## src/rtl/serial_adder_pkg.sv

```systemverilog
// rtl/serial_adder_pkg.sv - shared types and constants for the bit-serial adder
//
// Purpose: FSM state encoding and the default operand width used by
// serial_adder and its bench.
package serial_adder_pkg;

  localparam int DEFAULT_WIDTH = 8;

  typedef enum logic [1:0] {
    IDLE = 2'd0,
    RUN  = 2'd1,
    DONE = 2'd2
  } state_t;

endpackage

```

## src/rtl/fa_bit.sv

```systemverilog
// rtl/fa_bit.sv - combinational one-bit full adder
//
// Purpose: single full-adder cell reused every cycle by serial_adder.
// Ports:
//   a, b  in   operand bits
//   cin   in   carry in
//   sum   out  a ^ b ^ cin
//   cout  out  carry out
module fa_bit (
  input  logic a,
  input  logic b,
  input  logic cin,
  output logic sum,
  output logic cout
);

  logic half;

  assign half = a ^ b;
  assign sum  = half ^ cin;
  assign cout = (a & b) | (cin & half);

endmodule

```

## src/rtl/serial_adder.sv

```systemverilog
// rtl/serial_adder.sv - bit-serial WIDTH-bit adder with start/done handshake
//
// Purpose: adds a + b + cin one bit per cycle, LSB first, through a single
// fa_bit cell with a registered carry loop. Result appears WIDTH cycles
// after an accepted start.
// Ports:
//   clk    in   rising-edge clock
//   reset  in   asynchronous active-high reset
//   start  in   request, sampled only in IDLE or DONE
//   a, b   in   operands, captured on accepted start
//   cin    in   initial carry, captured on accepted start
//   busy   out  high while bits are being processed
//   done   out  one-cycle pulse, result valid
//   sum    out  registered result, holds until next completion
//   cout   out  registered final carry, holds until next completion
module serial_adder
  import serial_adder_pkg::*;
#(
  parameter int WIDTH = DEFAULT_WIDTH
) (
  input  logic             clk,
  input  logic             reset,
  input  logic             start,
  input  logic [WIDTH-1:0] a,
  input  logic [WIDTH-1:0] b,
  input  logic             cin,
  output logic             busy,
  output logic             done,
  output logic [WIDTH-1:0] sum,
  output logic             cout
);

  localparam int CNT_W = $clog2(WIDTH);

  state_t           state, state_nxt;
  logic [CNT_W-1:0] cnt;
  logic [WIDTH-1:0] ra, rb, res;
  logic [WIDTH-1:0] res_nxt;
  logic             c;
  logic             fa_s, fa_co;
  logic             accept;
  logic             last_bit;

  fa_bit u_fa (
    .a    (ra[0]),
    .b    (rb[0]),
    .cin  (c),
    .sum  (fa_s),
    .cout (fa_co)
  );

  // start is only honoured between adds; DONE->RUN gives back-to-back adds.
  assign accept   = start && ((state == IDLE) || (state == DONE));
  assign last_bit = (state == RUN) && (cnt == CNT_W'(WIDTH - 1));
  // New sum bit enters at the MSB so after WIDTH shifts bit 0 sits at LSB.
  assign res_nxt  = {fa_s, res[WIDTH-1:1]};

  always_ff @(posedge clk or posedge reset) begin
    if (reset) begin
      state <= IDLE;
    end else begin
      state <= state_nxt;
    end
  end

  always_comb begin
    state_nxt = state;
    busy      = 1'b0;
    done      = 1'b0;
    case (state)
      IDLE: begin
        if (start) state_nxt = RUN;
      end
      RUN: begin
        busy = 1'b1;
        if (last_bit) state_nxt = DONE;
      end
      DONE: begin
        done      = 1'b1;
        state_nxt = start ? RUN : IDLE;
      end
      default: state_nxt = IDLE;
    endcase
  end

  always_ff @(posedge clk or posedge reset) begin
    if (reset) begin
      ra   <= '0;
      rb   <= '0;
      res  <= '0;
      c    <= 1'b0;
      cnt  <= '0;
      sum  <= '0;
      cout <= 1'b0;
    end else if (accept) begin
      ra  <= a;
      rb  <= b;
      c   <= cin;
      cnt <= '0;
      res <= '0;
    end else if (state == RUN) begin
      ra  <= ra >> 1;
      rb  <= rb >> 1;
      c   <= fa_co;
      res <= res_nxt;
      cnt <= cnt + CNT_W'(1);
      // Publish on the same edge that moves RUN->DONE.
      if (last_bit) begin
        sum  <= res_nxt;
        cout <= fa_co;
      end
    end
  end

endmodule

```

## config.mk

```make
export PLATFORM = sky130hd
export DESIGN_NAME = serial_adder
export DESIGN_NICKNAME = d
export VERILOG_FILES = /design/src/rtl/serial_adder_pkg.sv /design/src/rtl/fa_bit.sv /design/src/rtl/serial_adder.sv
export SDC_FILE = /design/constraint.sdc
export NUM_CORES = 1
export LEC_CHECK = 0
export ABC_AREA = 1
export CAP_MARGIN = 30
export CORE_MARGIN = 3
export CORE_UTILIZATION = 60
export DETAILED_ROUTE_END_ITERATION = 7
export DONT_BUFFER_PORTS = 1
export GPL_TIMING_DRIVEN = 0
export PLACE_DENSITY = 0.86
export RECOVER_POWER = 50
export SYNTH_ARGS = -nofsm -noshare
export SYNTH_HDL_FRONTEND = slang
export SYNTH_SLANG_ARGS = --single-unit
```

## constraint.sdc

```tcl
create_clock -name clk -period 1.8 [get_ports clk]
set_clock_uncertainty 0.1 [all_clocks]
set_input_delay 0.54 -clock clk [delete_from_list [all_inputs] [get_ports clk]]
set_output_delay 0.54 -clock clk [all_outputs]
set_load 0.02 [all_outputs]
```

### Word level (Yosys, flattened, before mapping)

Cells that the tools add are included.

* register bits: 39
* input port bits: 20
* output and inout bits: 11
* word-level logic and storage cells: 43

* add/sub/neg operators: 1
* equality and inequality tests: 5
* multiplexer cells: 16
* bitwise operators: 6
* reduce and logical (&&, ||, !) cells: 7

Operator list (count)
* $mux W8: 6
* $mux W3: 2
* $pmux W2 S3: 1
* $mux W1: 5
* $mux W2: 2
* $ne A2 B2 Y1 const B: 2
* $add A3 B1 Y3 const B: 1
* $eq A3 B3 Y1 const B: 1
* $reduce_and A3 Y1: 1
* $and A1 B1 Y1: 2
* $eq A2 B1 Y1 const B: 1
* $eq A2 B2 Y1 const B: 1
* $logic_and A1 B1 Y1: 2
* $logic_not A2 Y1: 1
* $reduce_and A2 Y1: 1
* $reduce_bool A2 Y1: 1
* $xor A1 B1 Y1: 2
* $logic_or A1 B1 Y1: 1
* $not A1 Y1: 1
* $or A1 B1 Y1: 1

### Longest topological paths before layout

Gate-level depths: netlist of the first run.

* word-level depth: 5
* gate-level depth with buffers: 6
* gate-level depth less buffers: 6

### Modules after synthesis

From an unflattened synthesis of the first run, not the netlist that was laid out.

* cell total of the unflattened synthesis: 182
* area, all modules: 1629.1 sq um

Modules (own cells, without submodules)
* serial_adder: instances 1, cells an instance 181, area an instance 1609.0 sq um, seq. area each 950.9 sq um
* fa_bit: instances 1, cells an instance 1, area an instance 20.0 sq um, seq. area each 0.0 sq um

### Worst setup path before layout of the first run

No wires, ideal clock.

* path type: register to output
* start point: reg state[0]
* end point: out busy
* arrival: 772 ps
* required time: 1160 ps
* path slack: 388 ps
* cell stages (with the launch flop): 4
* path buffers: 1
* cell sequence: dfrtp_1 -> inv_2 -> nor2_4 -> buf_4

* word-level cells in the longest chain between the ends: 2

Ends and longest elaborated chain
* start: declaration: line serial_adder.sv:35 `state_t state, state_nxt;`
* start signal: assignment: line serial_adder.sv:62 `state <= state_nxt;`
* $eq A2 B1 Y1: line serial_adder.sv:70 `case (state)`
* $mux W1: line serial_adder.sv:70
* end: declaration: line serial_adder.sv:27 `output logic busy,`

Every way passes these cells.

### Worst setup path after layout of the first run

* start point: reg state[1]
* end point: out busy

The elaborated chain is that of the path after synthesis.

==> results of run 1 <==
[per-stage QoR]
stage / cell area (sq um) / setup slack, ns / power (mW) / cells / hold slack, ns
floorplan: 1630 / 0.299 / 2.47 / 182 / 0.342
global placement: 1670 / 0.00260 / 2.67 / 212 / 0.353
detailed placement: 1690 / 0.295 / 2.76 / 213 / 0.362
CTS: 1780 / 0.00211 / 3.28 / 223 / 0.0970
global route: 1800 / 0.00495 / 3.64 / 226 / 0.0843
finish: 1800 / 0.0646 / 3.36 / 226 / 0.0398
[critical path: cells and delay by family, from the launching register on]
family / cells / cell delay (ns)
buffers and inverters: 1 / 0.15
flip-flops: 1 / 0.42
AND/OR/NAND/NOR: 1 / 0.17
[area by class of cell]
class / count / area, sq um / share of cell area
multi-input combinational: 128 / 598 / 0.333
clock inverter: 1 / 5.00 / 0.00278
sequential: 38 / 951 / 0.529
tap: 30 / 37.5 / 0.0209
timing repair buffer: 6 / 60.1 / 0.0334
buffer: 8 / 61.3 / 0.0341
inverter: 8 / 30.0 / 0.0167
clock buffer: 7 / 55.1 / 0.0306
[power groups by stage]
stage | Sequential [mW] | Clock (mW) | Combinational, mW
2_1_floorplan | 1.57 | 0 | 0.901
3_3_place_gp | 1.62 | 0 | 1.06
3_5_place_dp | 1.63 | 0 | 1.13
4_1_cts | 1.61 | 0.471 | 1.20
5_1_grt | 1.66 | 0.507 | 1.48
6_report | 1.60 | 0.459 | 1.30
[routing by layer]
layer | up-vias | track usage | share of wire
met5 | - | 0 | 0
met4 | 0 | 0.0861 | 0.011
met3 | 5 | 0.0735 | 0.074
met2 | 46 | 0.363 | 0.49
met1 | 600 | 0.266 | 0.43
li1 | 607 | - | -
[repair_timing]
| action | 4_1_cts | 5_1_grt |
|---|---|---|
| buffers inserted | 2 | 2 |
| resized for setup | 2 | 2 |
| cloned | 0 | 1 |
| endpoints found under the hold margin | 0 | 0 |
| pin swaps | 1 | 1 |
| endpoints found under the setup margin | 1 | 2 |
[state kept, by name (all words and copies together), names as in the netlist]
| name | count |
|---|---|
| cnt | 3 |
| state | 2 |
| res | 7 |
| c | 1 |
| sum | 8 |
| cout | 1 |
| ra | 8 |
| rb | 8 |
[kinds of logic after synthesis]
kind of cell,count (synthesis),share of synthesized area
fa+ha+maj,3,0.0276
simple gates,117,0.312
compound gates,8,0.0246
buf+inv,16,0.0522
flops,38,0.584
[placed cells by master (no fill, tap or decap)]
cell	synthesis	routed
inv_1	7	7
nor2_2	2	2
clkbuf_16	0	1
clkbuf_1	0	4
nand3_1	39	39
inv_2	1	1
dlymetal6s2s_1	0	1
clkbuf_4	0	5
nor2_4	1	2
ha_1	2	2
nand2_2	3	2
dfrtp_1	38	38
o21ai_1	1	1
fa_1	1	1
buf_4	6	7
buf_2	2	1
clkbuf_8	0	1
o21ai_0	7	7
buf_8	0	1
nand2_1	71	72
clkinv_2	0	1
[how the worst max path moves through the flow]
| stage | start | endpoint | cells after the start |
|---|---|---|---|
| after detailed placement | state[0] | busy | 3 |
| after global routing | state[1] | busy | 2 |
| final | state[1] | busy | 2 |
| after CTS | state[1] | done | 2 |
| after global placement | reset | cnt[0] | 1 |
| after floorplan | reset | c | 1 |
==> flow_summary.yaml, run 1 <==
critical_path:
  slowest_stage: "dfrtp_1"
  worstSetupPathType: "flip-flop to output pin"
  cp-end-kind: "output pin"
  r2r-end: "ra[6]"
  r2r_setup_slack_ns: 0.25
  rr_startpoint: "state[0]"
  reg2reg_depth: 6
  crit_fanout: 5
  required_ns: 1.16
  critPathLaunchType: "flip-flop"
  crit_chain: "nor2_4 -> buf_8"
  crit_path_max_incr_delay_ns: 0.42
  critPathArrivalTime_ns: 1.10
sta:
  slew_headroom: 0.394
  finalMaxSlewViolations: 0
  tightest_slew_ns: 0.907
  fin_crit_ns: 1.74
  max_freq_mhz: 576
  min_period_over_period: 0.964
  rsz0062_at_grt: "false"
  tns_ns: 0
  setup_viol: 0
  finalHoldViolCount: 0
cts:
  cts_tree: "yes"
  root_buffer: "clkbuf_4"
  clk_pin_slew_worst_paths_ns: 0.11
  numCtsBuffers: 5
  htree_num_levels: 2
  numClockSinks: 38
  ctsHoldBuffers: 0
  clkLatencyLatePin_ns: 0.35
  cts_buffer_depth: 2
detailed_routing:
  viasPerCell: 5.57
  dr.first_iter.drc_count: 63
  vias: 1258
  drt_first_pass_iters: 4
  wl_per_cell_um: 14.5
  drcViolationCount: 0
  routed_wl_um: 3270
  ant_nets: 0
floorplan:
  coreArea_sq_mm: 0.00252
  die_w_um: 58.1
  start_util: 0.646
  rows: 18
  die_area_sq_mm: 0.00338
  ios: 31
  dieHeight_um: 58.1
flow_run:
  maxCapViolations: 0
placement:
  place_congestion: 0.777
  port-buffer-count: 0
  hpwl_um: 2160
final_layout:
  fillCellCount: 191
  antennaDiodeCount: 0
  final_util: 0.713
  drive_gt1_frac: 0.122
  syn_to_final_growth_pct: 10.4
  fin_nets: 218
grt:
  grt_pass1_vias: 1227
  grt.overflow.total: 0
  grt_max_degree: 22
  grt_util_all_layers: 0.220
  antenna_found_initial: 0
  grt_pass1_wl_um: 5440
pwr:
  p_comb_frac: 0.386
  power.internal_mw: 1.97
  switchingPower_mw: 1.39
  switching_share: 0.413
  ir_worst_vdd_mv: 1.25
  power_frac_seq: 0.477
  power_leakage_nw: 0.920
  p_per_area_mw_per_mm2: 1870
  clockPowerShare: 0.137
synthesis:
  synth_top_area_frac: 0.584
  yosys-top-cells-count: "71 x nand2_1, 39 x nand3_1, 38 x dfrtp_1, 7 x inv_1, 7 x o21ai_0"
  synth_edf_count: 0
  syn_avg_cell_area_sq_um: 8.95
  ys_types: 15
  syn_inst: 182
  syn-cell-area_sq_mm: 0.00163
  ys_top_cells_by_area: "dfrtp_1 58%, nand2_1 16%, nand3_1 12%, buf_4 2.8%, o21ai_0 2.2%"
  syn_nets: 205
  ys.flop_type: "dfrtp_1"
  async_flop_share: 1.00
  synth_seq_area_share: 0.584
  synth_most_common_cell: "nand2_1"
  yosysWarnings: 0
  yosysTopAreaCell: "dfrtp_1"
  ys_seq_elements: 38
hold_path:
  hp-class: "primary input to asynchronous set/reset pin"
outcome:
  status: "complete, no violations"
Note: power is estimated with default switching activity, not from simulation.
==> run 2: changes to the inputs <==
--- a/config.mk
+++ b/config.mk
@@ -9,6 +9,7 @@
 export CAP_MARGIN = 30
 export CORE_MARGIN = 3
 export CORE_UTILIZATION = 60
+export CTS_BUF_LIST = sky130_fd_sc_hd__clkbuf_8
 export DETAILED_ROUTE_END_ITERATION = 7
 export DONT_BUFFER_PORTS = 1
 export GPL_TIMING_DRIVEN = 0
==> run 2 against run 1 <==
Net effect:
- worst setup slack improved by 0.015 ns
- maximum frequency rose by 0.84%
- clock power rose by 27%
- non-clock buffer count fell by 3
- register-to-register slack improved by 0.10 ns
- final area fell by 1.1%
- via count fell by 1.4%
- die area did not move
- cell count fell by 1.3%
- flip-flop and latch count did not move
==> flow_summary.yaml, run 2 (same netlist as run 1, synthesis figures left out) <==
cts:
  cts_buffer_depth: 2
  cts_tree: "yes"
  numCtsBuffers: 5
  ctsHoldBuffers: 0
  clk_pin_slew_worst_paths_ns: 0.07
  clkLatencyLatePin_ns: 0.29
  htree_num_levels: 2
  numClockSinks: 38
  root_buffer: "clkbuf_8"
floorplan:
  start_util: 0.646
  die_w_um: 58.1
  coreArea_sq_mm: 0.00252
  rows: 18
  dieHeight_um: 58.1
  die_area_sq_mm: 0.00338
  ios: 31
placement:
  hpwl_um: 2160
  port-buffer-count: 0
  place_area_sq_mm: 0.00169
  place_congestion: 0.777
critical_path:
  cp-end-kind: "output pin"
  r2r-end: "res[4]"
  crit_fanout: 10
  cp-startpoint: "state[0]"
  critPathArrivalTime_ns: 1.08
  critical_path.endpoint: "busy"
  required_ns: 1.16
  rr_startpoint: "state[1]"
  critPathLaunchType: "flip-flop"
  r2r_setup_slack_ns: 0.35
  reg2reg_depth: 5
  worstSetupPathType: "flip-flop to output pin"
pwr:
  power_mw: 3.37
  p_per_area_mw_per_mm2: 1890
  power_leakage_nw: 0.910
  ir_worst_vdd_mv: 1.12
detailed_routing:
  dr.first_iter.drc_count: 60
  ant_nets: 0
  drcViolationCount: 0
  viasPerCell: 5.56
  vias: 1240
  drt_first_pass_iters: 4
  wl_per_cell_um: 13.9
  routed_wl_um: 3100
sta:
  rsz0062_at_grt: "false"
  finalMaxSlewViolations: 0
  finalHoldViolCount: 0
  tightest_slew_ns: 0.629
  max_freq_mhz: 581
  min_period_over_period: 0.956
  holdWs_ns: 0.111
  fin_crit_ns: 1.72
  tns_ns: 0
  setup_viol: 0
  slew_headroom: 0.580
final_layout:
  ff_latch_area_sq_um: 952
  multi_input_area_sq_um: 588
  antennaDiodeCount: 0
  fin_nets: 215
  drive_gt1_frac: 0.119
  final_common_cell: "nand2_1"
  layout_common_cells: "73 x nand2_1, 39 x nand3_1, 37 x dfrtp_1"
  syn_to_final_growth_pct: 9.14
  largest_registers: "ra x8, rb x8, sum x8"
  fillCellCount: 188
  design_area_sq_mm: 0.00178
grt:
  grt_pass1_vias: 1233
  grt_util_all_layers: 0.218
  grt_pass1_wl_um: 5410
  antenna_found_initial: 0
  grt.overflow.total: 0
  busiest_layer: "met2"
  use_met3: 0.0802
  grt_max_degree: 22
  grtUsageMet2: 0.360
  met1_usage: 0.260
flow_run:
  maxCapViolations: 0
outcome:
  status: "complete, no violations"
hold_path:
  hp-class: "primary input to asynchronous set/reset pin"
## run 2: metrics by stage
stage / util / worst slack, ns / instances
floorplan: - / 0.299 / 182
global placement: 0.661 / 0.00260 / 212
detailed placement: 0.672 / 0.295 / 213
CTS: 0.709 / 0.00490 / 221
global route: 0.705 / 0.0307 / 223
finish: 0.705 / 0.0791 / 223
## run 2: what timing repair did
item | 4_1_cts | 5_1_grt
cloned | 0 | 0
endpoints found under the hold margin | 0 | 0
resized for setup | 1 | 2
setup endpoints to repair | 1 | 1
pin swaps | 0 | 1
setup buffers | 0 | 2
## run 2: cell type report
type / count / area share
Timing Repair Buffer: 3 / 0.0113
Tap cell: 30 / 0.0211
Clock inverter: 2 / 0.00493
Multi-Input combinational cell: 128 / 0.331
Clock buffer: 6 / 0.0464
Inverter: 8 / 0.0169
Sequential cell: 38 / 0.536
Buffer: 8 / 0.0331
## run 2: worst min-delay path by stage
stage / from / slack (ns) / depth (start not counted) / endpoint
2_1_floorplan: res[2] / 0.34 / 2 / sum[1]
3_3_place_gp: res[4] / 0.35 / 2 / sum[3]
5_1_grt: reset / 0.16 / 1 / sum[4]
3_5_place_dp: res[6] / 0.36 / 2 / sum[5]
4_1_cts: reset / 0.17 / 1 / res[1]
6_report: reset / 0.11 / 1 / res[2]
## run 2: layer usage
| metal | wire length, um | part of all wire | up-vias |
|---|---|---|---|
| li1 | - | - | 600 |
| met5 | 0 | 0 | - |
| met3 | 172 | 0.055 | 5 |
| met4 | 39 | 0.013 | 0 |
| met2 | 1570 | 0.51 | 37 |
| met1 | 1320 | 0.43 | 598 |
## run 2: power by group
part	leakage (nW)	switching [mW]	internal [mW]	total [mW]
sequential	0.479	0.364	1.25	1.62
combinational	0.379	0.703	0.465	1.17
clock	0.0524	0.280	0.303	0.583
total	0.910	1.35	2.02	3.37
## run 2: critical path: stages, from the launching register on
cell     delay (ns)
dfrtp_2        0.40
inv_2          0.06
nor2_4         0.16
buf_8          0.17
==> run 3: changes to the inputs <==
--- a/config.mk
+++ b/config.mk
@@ -6,15 +6,16 @@
 export NUM_CORES = 1
 export LEC_CHECK = 0
 export ABC_AREA = 1
-export CAP_MARGIN = 30
+export CAP_MARGIN = 5
 export CORE_MARGIN = 3
-export CORE_UTILIZATION = 60
+export CORE_UTILIZATION = 58
 export CTS_BUF_LIST = sky130_fd_sc_hd__clkbuf_8
 export DETAILED_ROUTE_END_ITERATION = 7
 export DONT_BUFFER_PORTS = 1
 export GPL_TIMING_DRIVEN = 0
 export PLACE_DENSITY = 0.86
 export RECOVER_POWER = 50
+export SETUP_SLACK_MARGIN = 0.3
 export SYNTH_ARGS = -nofsm -noshare
 export SYNTH_HDL_FRONTEND = slang
 export SYNTH_SLANG_ARGS = --single-unit
==> constraint.sdc (replaced) <==
create_clock -name clk -period 1.4 [get_ports clk]
set_clock_uncertainty 0.1 [all_clocks]
set_input_delay 0.42 -clock clk [delete_from_list [all_inputs] [get_ports clk]]
set_output_delay 0.42 -clock clk [all_outputs]
set_load 0.02 [all_outputs]
==> run 3 against run 2 <==
Net effect:
- the run now ends with DRC, setup timing left
- sequential share of layout area fell by 14 points
- clock-buffer cell count unchanged
- critical path depth rose by 5
- register-to-register slack lost 0.53 ns
- clock power increased by 38%
- combinational power increased to 3.3 times the previous value
- via count grew 44%
- global-route usage rose by 11 points
- wire length up 140%
- cell count is 13% higher
- first-iteration DRC count grew to 4.9 times the previous value
- die area up 3.1%
- highest routed layer unchanged
==> flow_summary.yaml, run 3 (same netlist as run 1, synthesis figures left out) <==
critical_path:
  worstSetupPathType: "flip-flop to flip-flop"
  slowest_stage: "dfrtp_1"
  crit_buf_inv: 5
  crit_path_max_incr_delay_ns: 0.42
  critPathLaunchType: "flip-flop"
  critPathArrivalTime_ns: 1.71
  required_ns: 1.53
  crit_chain: "buf_4 -> buf_4 -> buf_6 -> nand2_8 -> buf_6 -> buf_8 -> nand3_1 -> nand3_1"
  crit_fanout: 8
  path_delay_family: "buffers and inverters"
  cp-end-kind: "flip-flop"
final_layout:
  fin_nets: 243
  final_common_cell: "nand2_1"
  syn_to_final_growth_pct: 51.2
  final_util: 0.959
  largest_registers: "ra x8, rb x8, sum x8"
  antennaDiodeCount: 0
  layout_common_cells: "65 x nand2_1, 29 x dfrtp_1, 19 x nand3_1"
  drive_gt1_frac: 0.452
sta:
  min_period_over_period: 1.13
  finalHoldViolCount: 0
  setup_viol: 40
  finalMaxSlewViolations: 0
  fin_ws_ns: -0.177
  slew_headroom: 0.447
  tns_ns: -3.83
  tightest_slew_ns: 0.827
  fin_crit_ns: 1.58
  rsz0062_at_grt: "true"
  holdWs_ns: 0.0274
  max_freq_mhz: 634
grt:
  antenna_found_initial: 0
  grt_pass1_wl_um: 8160
  grt_util_all_layers: 0.332
  grt.overflow.total: 0
  grt_max_degree: 39
  grt_pass1_vias: 1599
cts:
  htree_num_levels: 2
  cts_tree: "yes"
  clkLatencyLatePin_ns: 0.30
  cts_buffer_depth: 2
  clk_pin_slew_worst_paths_ns: 0.08
  numClockSinks: 38
  numCtsBuffers: 5
  root_buffer: "clkbuf_8"
placement:
  place_worst_setup_slack_ns: 0.0759
  place_congestion: 0.764
  port-buffer-count: 0
  hpwl_um: 2250
detailed_routing:
  vias: 1787
  drt_first_pass_iters: 8
  viasPerCell: 7.12
  wl_per_cell_um: 30.1
  ant_nets: 0
  dr.first_iter.drc_count: 296
  drcViolationCount: 8
  routed_wl_um: 7560
pwr:
  p_per_area_mw_per_mm2: 2840
  power_leakage_nw: 1.16
  ir_worst_vdd_mv: 2.73
  power_mw: 6.99
floorplan:
  coreArea_sq_mm: 0.00257
  die_area_sq_mm: 0.00348
  die_w_um: 59.0
  ios: 31
  rows: 18
  dieHeight_um: 59.0
  start_util: 0.635
flow_run:
  maxCapViolations: 0
outcome:
  violations: "DRC, setup timing"
  status: "finished, violations left"
hold_path:
  hp-class: "primary input to asynchronous set/reset pin"
[run 3: cell types whose count changed in the layout (fill, tap and decap cells not counted), sizes merged]
cell | previous run | this run
nor2 | 4 | 5
clkbuf | 8 | 6
bufbuf | 0 | 1
clkinvlp | 0 | 1
buf | 9 | 36
nand2 | 74 | 75
inv | 9 | 8
[run 3: metrics by stage]
stage	cells	cell area [sq um]
finish	251	2460
global route	251	2460
CTS	246	2200
detailed placement	212	1700
global placement	212	1700
floorplan	182	1660
[run 3: report_power, final]
part	internal, mW	total, mW	switching [mW]
Combinational	1.78	3.85	2.07
Sequential	1.63	2.34	0.708
Clock	0.390	0.803	0.413
[run 3: per-layer routing]
layer  up-vias  part of all wire  GRT usage  wire (um)
met2       236              0.43      0.549       3240
met1       783              0.31      0.407       2380
met4         0              0.11      0.136        832
met3       100              0.15     0.0980       1110
met5         -                 0          0          0
li1        668                 -          -          -
[run 3: worst paths after layout]
| path | start | to | slack [ns] | depth (start not counted) |
|---|---|---|---|---|
| max | state[0] | rb[6] | -0.18 | 8 |
| min | reset | rb[0] | 0.03 | 1 |
| max reg2reg | state[0] | rb[6] | -0.18 | 8 |
| min reg2reg | res[2] | sum[1] | 0.41 | 2 |
| max in group asynchronous | reset | sum[5] | 0.67 | 1 |
| min in group clk | a[7] | ra[7] | 0.14 | 2 |
[run 3: area by class of cell]
cell class / instances / area [sq um]
flip-flops and latches: 38 / 962
multi-input cells: 130 / 898
repair buffers: 29 / 337
fillers: 56 / 105
plain buffers: 8 / 103
clock buffers: 6 / 82.6
well taps: 30 / 37.5
inverters: 8 / 33.8
clock inverters: 2 / 8.76
[run 3: timing repair]
item	in CTS	in global routing
pin swaps	13	14
hold buffers	0	0
cloned	9	0
gates resized for setup	59	40
setup buffers	17	5
endpoints found under the setup margin	49	49
